--- config.mk ---
export PLATFORM = sky130hd
export DESIGN_NAME = sd_spi_master
export DESIGN_NICKNAME = d
export VERILOG_FILES = /design/src/rtl/sd_spi_pkg.sv /design/src/rtl/sd_spi_sck_gen.sv /design/src/rtl/sd_spi_master.sv
export SDC_FILE = /design/constraint.sdc
export NUM_CORES = 1
export LEC_CHECK = 0
export ABC_AREA = 1
export BUFFER_PORTS_ARGS = -buffer_cell sky130_fd_sc_hd__buf_2
export CORE_MARGIN = 1.5
export CORE_UTILIZATION = 45
export DETAILED_ROUTE_END_ITERATION = 10
export MAX_ROUTING_LAYER = met4
export PLACE_DENSITY_LB_ADDON = 0.15
export SKIP_LAST_GASP = 1
export SYNTH_ARGS = -nofsm -noshare
export SYNTH_HDL_FRONTEND = slang
export SYNTH_HIERARCHICAL = 1
export SYNTH_SLANG_ARGS = --single-unit
--- constraint.sdc ---
create_clock -name clk -period 2.3 [get_ports clk]
set_clock_uncertainty 0.15 [all_clocks]
set_input_delay 0.23 -clock clk [delete_from_list [all_inputs] [get_ports clk]]
set_output_delay 0.23 -clock clk [all_outputs]
set_load 0.05 [all_outputs]
--- src/rtl/sd_spi_pkg.sv ---
// Shared definitions for the SD-card SPI master.
//   state_t          : byte-engine states (IDLE, LO, HI)
//   MIN_HALF_DEFAULT : default minimum SCK half-period in clk cycles
//   MOSI_IDLE        : MOSI level driven while no byte is in flight
package sd_spi_pkg;

   typedef enum logic [1:0] {
      IDLE = 2'd0,
      LO   = 2'd1,
      HI   = 2'd2
   } state_t;

   localparam int unsigned MIN_HALF_DEFAULT = 3;
   localparam logic        MOSI_IDLE        = 1'b1;

endpackage

--- src/rtl/sd_spi_sck_gen.sv ---
// SCK half-period timer for sd_spi_master.
//   clk, reset : clock, synchronous active-high reset
//   load       : byte accepted; latch H = max(clk_div, MIN_HALF) and start phase
//   clk_div    : requested half-period in clk cycles
//   run        : a byte is in flight (LO or HI phase)
//   half_done  : last clk cycle of the current SCK phase
module sd_spi_sck_gen
   import sd_spi_pkg::*;
#(
   parameter int unsigned DIV_W    = 8,
   parameter int unsigned MIN_HALF = MIN_HALF_DEFAULT
) (
   input  logic             clk,
   input  logic             reset,
   input  logic             load,
   input  logic [DIV_W-1:0] clk_div,
   input  logic             run,
   output logic             half_done
);

   localparam logic [DIV_W-1:0] MIN_H = DIV_W'(MIN_HALF);
   localparam logic [DIV_W-1:0] ONE   = DIV_W'(1);

   logic [DIV_W-1:0] half_len;
   logic [DIV_W-1:0] cnt;
   logic [DIV_W-1:0] clamped;

   always_comb begin
      clamped = (clk_div < MIN_H) ? MIN_H : clk_div;
   end

   // Counts H-1 down to 0 in every phase; the zero cycle reloads from the
   // latched H so the counter never wraps on its own.
   always_ff @(posedge clk) begin
      if (reset) begin
         half_len <= MIN_H;
         cnt      <= '0;
      end else if (load) begin
         half_len <= clamped;
         cnt      <= clamped - ONE;
      end else if (run) begin
         if (cnt == '0) begin
            cnt <= half_len - ONE;
         end else begin
            cnt <= cnt - ONE;
         end
      end
   end

   assign half_done = run && (cnt == '0);

endmodule

--- src/rtl/sd_spi_master.sv ---
// Byte-oriented SPI mode-0 master for the SD-card SPI bridge.
//   clk, reset           : clock, synchronous active-high reset
//   clk_div              : SCK half-period in clk cycles (latched at accept)
//   cs_req               : hold chip select asserted
//   tx_valid/tx_data     : byte offered, shifted MSB first
//   tx_ready             : byte can be accepted (IDLE)
//   rx_valid/rx_data     : one-cycle pulse with the received byte
//   busy                 : byte in flight
//   spi_sck, spi_cs      : serial clock (idle low), active-low select
//   spi_dq_o / spi_dq_i  : bit 0 out is MOSI, bit 1 in is synchronized MISO
module sd_spi_master
   import sd_spi_pkg::*;
#(
   parameter int unsigned DIV_W    = 8,
   parameter int unsigned MIN_HALF = MIN_HALF_DEFAULT
) (
   input  logic             clk,
   input  logic             reset,
   input  logic [DIV_W-1:0] clk_div,
   input  logic             cs_req,
   input  logic             tx_valid,
   input  logic [7:0]       tx_data,
   output logic             tx_ready,
   output logic             rx_valid,
   output logic [7:0]       rx_data,
   output logic             busy,
   output logic             spi_sck,
   output logic [3:0]       spi_dq_o,
   input  logic [3:0]       spi_dq_i,
   output logic             spi_cs
);

   state_t     state;
   state_t     next_state;
   logic [7:0] shift;
   logic [2:0] bit_cnt;
   logic       half_done;
   logic       accept;
   logic       run;
   logic       sample;
   logic       miso;
   logic       mosi;
   logic       unused_dq;

   assign miso      = spi_dq_i[1];
   assign unused_dq = ^{spi_dq_i[3:2], spi_dq_i[0]};
   assign accept    = (state == IDLE) && tx_valid;
   assign run       = (state != IDLE);
   // MISO is taken on the last HI cycle rather than at the SCK rise, leaving
   // H-1 cycles for the bridge's two-flop synchronizer to catch up.
   assign sample    = (state == HI) && half_done;

   sd_spi_sck_gen #(
      .DIV_W    (DIV_W),
      .MIN_HALF (MIN_HALF)
   ) u_sck_gen (
      .clk       (clk),
      .reset     (reset),
      .load      (accept),
      .clk_div   (clk_div),
      .run       (run),
      .half_done (half_done)
   );

   always_ff @(posedge clk) begin
      if (reset) begin
         state <= IDLE;
      end else begin
         state <= next_state;
      end
   end

   always_comb begin
      next_state = state;
      tx_ready   = 1'b0;
      busy       = 1'b1;
      spi_sck    = 1'b0;
      mosi       = shift[7];
      case (state)
         IDLE: begin
            tx_ready = 1'b1;
            busy     = 1'b0;
            mosi     = MOSI_IDLE;
            if (tx_valid) begin
               next_state = LO;
            end
         end
         LO: begin
            if (half_done) begin
               next_state = HI;
            end
         end
         HI: begin
            spi_sck = 1'b1;
            if (half_done) begin
               next_state = (bit_cnt == 3'd0) ? IDLE : LO;
            end
         end
         default: begin
            next_state = IDLE;
         end
      endcase
   end

   assign spi_dq_o = {3'b000, mosi};

   always_ff @(posedge clk) begin
      if (reset) begin
         shift    <= '0;
         bit_cnt  <= '0;
         spi_cs   <= 1'b1;
         rx_valid <= 1'b0;
         rx_data  <= '0;
      end else begin
         rx_valid <= 1'b0;
         // CS only follows the request between bytes.
         if (state == IDLE) begin
            spi_cs <= ~cs_req;
         end
         if (accept) begin
            shift   <= tx_data;
            bit_cnt <= 3'd7;
         end else if (sample) begin
            shift <= {shift[6:0], miso};
            if (bit_cnt == 3'd0) begin
               rx_valid <= 1'b1;
               rx_data  <= {shift[6:0], miso};
            end else begin
               bit_cnt <= bit_cnt - 3'd1;
            end
         end
      end
   end

endmodule

Yosys cells after proc, flatten, opt, wreduce, memory -nomap -nowiden

Index checks and enable logic that the tools add are counted.

Flip-flop bits (word level): 39
Bits of input ports: 24

Add/subtract/negate cells: 4
Magnitude comparators: 1
Equal/unequal tests: 6
Multiplexer cells: 19
Bitwise operators: 3
Reduce and logical (&&, ||, !) cells: 13

Operators with widths:

| kind                  | count |
|---|---|
| $mux W8               | 6 |
| $sub A8 B1 Y8 const B | 3 |
| $mux W3               | 3 |
| $logic_not A8 Y1      | 1 |
| $lt A8 B2 Y1 const B  | 1 |
| $ne A2 B2 Y1 const B  | 4 |
| $mux W1               | 6 |
| $mux W2               | 3 |
| $pmux W2 S3           | 1 |
| $reduce_and A3 Y1     | 2 |
| $reduce_bool A2 Y1    | 3 |
| $logic_and A1 B1 Y1   | 3 |
| $logic_not A3 Y1      | 1 |
| $not A1 Y1            | 3 |
| $reduce_or A3 Y1      | 1 |
| $sub A3 B1 Y3 const B | 1 |
| $eq A2 B1 Y1 const B  | 1 |
| $eq A2 B2 Y1 const B  | 1 |
| $logic_not A2 Y1      | 1 |
| $reduce_and A2 Y1     | 1 |

Logic depth before layout (Yosys ltp)

Word-level depth: 5
Gate-level depth with buffers: 18

Modules after synthesis

Netlist, hierarchy kept.

By module, submodules not included:

| module         | times used | cells each | area an instance (um^2) |
|---|---|---|---|
| sd_spi_master  | 1          | 160        | 1134.8 |
| sd_spi_sck_gen | 1          | 148        | 1049.8 |

Worst setup path before layout

OpenSTA, ideal clock, no wires.

Path type: flip-flop to flip-flop
Start point: register state[1]
End point: register u_sck_gen.cnt[6]
Setup time: 0.109 ns
Data arrival time: 2.146 ns
Required time: 2.041 ns
Setup slack: -0.105 ns
Stages on the path, launching flop included: 19
Buffers on the path: 2
Path through: dfxtp_1 -> buf_6 -> nor2_4 -> nand2_2 -> inv_1 -> buf_6 -> inv_4 -> nand2_1 -> a21boi_2 -> nand2_1 -> inv_1 -> ha_1 -> nand2_1 -> nor2_2 -> nand3_1 -> nand2_1 -> nand3_1 -> nand2_1 -> inv_1

Word-level cells in the longest chain between the ends: 3
Elaborated cells between the ends (all ways): 5
Classes of those cells: mux (1); reduce/logical (4)

RTL lines:

| item                                          | RTL line             | source |
|---|---|---|
| from (decl)                                   | sd_spi_master.sv:33  | `state_t state;` |
| from (signal assigned)                        | sd_spi_master.sv:69  | `state <= next_state;` |
| $logic_not A2 Y1 (*)                          | sd_spi_master.sv:47  | `assign accept = (state == IDLE) && tx_valid;` |
| $logic_and A1 B1 Y1 (*)                       | sd_spi_master.sv:47  |  |
| named net accept                              | sd_spi_master.sv:38  | `logic accept;` |
| $mux W8 or $reduce_bool A2 Y1 (tied branches) | -                    |  |
| to (signal assigned)                          | sd_spi_sck_gen.sv:40 | `cnt <= clamped - ONE;` |
| to (signal assigned)                          | sd_spi_sck_gen.sv:43 | `cnt <= half_len - ONE;` |
| to (signal assigned)                          | sd_spi_sck_gen.sv:45 | `cnt <= cnt - ONE;` |
| to (decl)                                     | sd_spi_sck_gen.sv:25 | `logic [DIV_W-1:0] cnt;` |

The timed path passes the listed nets; every way through them passes the cells marked *.
A chain may end at the register's enable or synchronous reset.

Worst setup path in the final report

Start point: register state[0]
End point: register u_sck_gen.cnt[6]

The elaborated chain is that of the path after synthesis.

==> summary.txt <==
Status
  – Status: complete, no violations

Layout
  – P&R area growth vs syn: 15.3%
  – Post-layout nets: 373
  – Final core utilization: 53.7%
  – Inserted Diodes: 0
  – Layout filler cell count: 496
  – Share of layout cells above drive strength 1: 26.8%

Die
  – Core ar.: 4690 um^2
  – Area of the die: 5280 um^2
  – Initial Utilization: 46.6%
  – Die Span Y: 72.7 um
  – Core Rows: 25
  – IO Pins: 41
  – Die width: 72.7 um

Critical path
  – Worst setup EP type: flip-flop
  – WP data required: 2.35 ns
  – R2r startpoint: state[0]
  – Critical Path Start Type: flip-flop
  – Arr. time, crit path: 2.17 ns
  – First element of the critical path: state[0]
  – CP Max Fanout: 13
  – Worst Path Class, Setup: flip-flop to flip-flop

Global routing
  – Gr ovfl total: 0
  – Pin count of the biggest net entering global routing: 25
  – Initial antenna violation count: 0
  – M2 GR Usage: 33.0%
  – Vias in the first global route: 1836
  – Tot GR Track Use: 19.8%
  – First-pass GRT wire length: 8000 um
  – Most used routing layer: met2
  – Met3 Track Usage GR: 3.73%
  – GRT met1 Usage: 23.6%

Placed design
  – Final HPWL DP: 3390 um
  – I/O Buffers: 34
  – Gpl congestion: 0.818

Timing
  – Final Hold Viols: 0
  – Period utilization: 92.4%
  – Setup violations, final: 0
  – Slew Limit Fails: 0
  – Min Tclk post-route: 2.13 ns
  – Peak Freq: 470 MHz
  – RSZ-0062 raised after global routing: true
  – Total negative slack: 0 ns
  – Hold Slack: 0.0344 ns

Worst hold path
  – Min-delay src: clk_div[0]
  – HP Class: input pin to flip-flop

Synth
  – Share of the synthesized area in the top cell type: 35.7%
  – Post-Syn Area: 2180 um^2
  – #FFs+latches synth: 39
  – Post-Synthesis Cells: 308
  – Avg Synthesized Cell Area: 7.09 um^2
  – Largest cells by area after synthesis: dfxtp_1 36%, nand2_1 9.5%, inv_1 6.9%
  – Yosys warns: 6
  – Synth cell types: 34
  – Post-synth top area cell: dfxtp_1
  – Seq/Total Area, Yosys: 35.7%

Drt
  – Routed length per instance: 11.4 um
  – DRC Markers: 0
  – Via count: 1967
  – TritonRoute pass-1 iters: 4
  – Drt total wl: 4560 um
  – Post-route antenna net violation count: 0
  – Starting DRT DRC Count: 52
  – Vias per std cell: 4.91

Clock network
  – Worst-Skew Late Latency: 0.30 ns
  – Htree depth: 2
  – Post-CTS setup buffer count: 0
  – CTS Buf Count: 5
  – CTS tree: yes
  – Max Root-Sink Buffers: 2
  – Clock sinks: 39
  – Root Buffer: clkbuf_8
  – Worst-path clk slew: 0.08 ns

Job
  – Maxcap violations: 0

Power
  – Power density cells: 895 nW/um^2
  – Leak pwr: 1.26 nW
  – Peak supply drop: 0.000451 V
-- placed cells by master, fill, tap and decap left out, types with 2 or more instances in the layout --
master and n:
nor2_1 37, nand4_1 9, nand3_2 6, nand3_1 24, buf_4 10, nand2_2 6
nor2_4 4, conb_1 3, inv_1 39, nor2_2 4, dfxtp_1 39, clkbuf_8 5
a21oi_1 24, inv_2 5, or2_2 2, buf_2 34, a21oi_4 2, nand2_1 54
o21ai_2 3, o21ai_0 9, a21oi_2 3, o21ai_1 8, ha_1 2
-- sequential cells by signal, indices dropped and copies added (netlist names) --
register and flops:
state 2, u_sck_gen/cnt 8, rx_data 8, spi_cs 1, shift 8, u_sck_gen/half_len 8
rx_valid 1, bit_cnt 3
-- cells in the mapped netlist (all sizes together) --
master  number
dfxtp       39
conb         1
nor2        46
clkbuf       4
o21a         1
a31oi        1
nand4        9
buf         12
xor2         1
nand2       61
or2          2
a21oi       29
nor3b        1
nand3       30
xnor2        1
o21ai       20
inv         46
a21boi       1
ha           3
-- final timing paths --
path,cells past startpoint,endpoint,slack [ns]
hold reg to reg,2,u_sck_gen/half_len[7],0.32
setup reg to reg,16,u_sck_gen/cnt[6],0.17
hold / removal,3,u_sck_gen/half_len[0],0.03
setup / recovery,16,u_sck_gen/cnt[6],0.17
-- layout make-up --
| type | count | area [um^2] | area share [%] |
|---|---|---|---|
| Clock inverter | 3 | 43.8 | 1.74 |
| Multi-Input combinational cell | 209 | 1120 | 44.5 |
| Tap cell | 54 | 67.6 | 2.68 |
| Clock buffer | 5 | 68.8 | 2.73 |
| Inverter | 46 | 183 | 7.25 |
| Sequential cell | 39 | 781 | 31.0 |
| Timing Repair Buffer | 45 | 255 | 10.1 |
-- report_power, final --
| group | switching, W | internal [W] |
|---|---|---|
| clock network | 0.000257 | 0.000323 |
| logic | 0.000557 | 0.000301 |
| registers | 0.0000593 | 0.000757 |
-- metrics by stage --
stage,power [W],cells,worst slack [ns],area (um^2)
after floorplan,0.00154,310,-0.0741,2210
after global placement,0.00168,392,0.137,2390
after detailed placement,0.00169,392,0.107,2390
after CTS,0.00227,401,0.0779,2510
after global routing,0.00242,401,-0.0139,2520
final,0.00225,401,0.174,2520
-- worst max-delay path: stages (launching register included) --
cell	delay [ns]
dfxtp_1	0.37
nor2_4	0.14
nand2_2	0.08
inv_4	0.16
inv_8	0.07
nand2_1	0.05
a21boi_2	0.17
nand2_1	0.07
inv_1	0.06
ha_2	0.17
nand2_2	0.07
nor2_4	0.15
nand3_1	0.08
nand2_1	0.07
nand3_1	0.06
nand2_1	0.07
inv_1	0.03
-- layer usage --
metal / routed length [um] / up-vias
li1: - / 1045
met1: 2150 / 879
met2: 2150 / 35
met3: 157 / 8
met4: 99 / 0
met5: 0 / -
-- repair_timing --
| item | in CTS | in global routing |
|---|---|---|
| endpoints found under the setup margin | 0 | 2 |
| endpoints found under the hold margin | 1 | 0 |
| hold buffers | 1 | 0 |
| gates resized for setup | 0 | 4 |
-- cells by family after synthesis --
| group | share of synthesized area, % |
|---|---|
| other | 0.172 |
| and+or+nand+nor | 33.4 |
| xor gates and xnor gates | 0.802 |
| adders and majority gates | 1.72 |
| AOI/OAI and AO/OA | 14.1 |
| buffers and inverters | 14.1 |
| DFF | 35.7 |
Power figures use the tool's default switching activity.
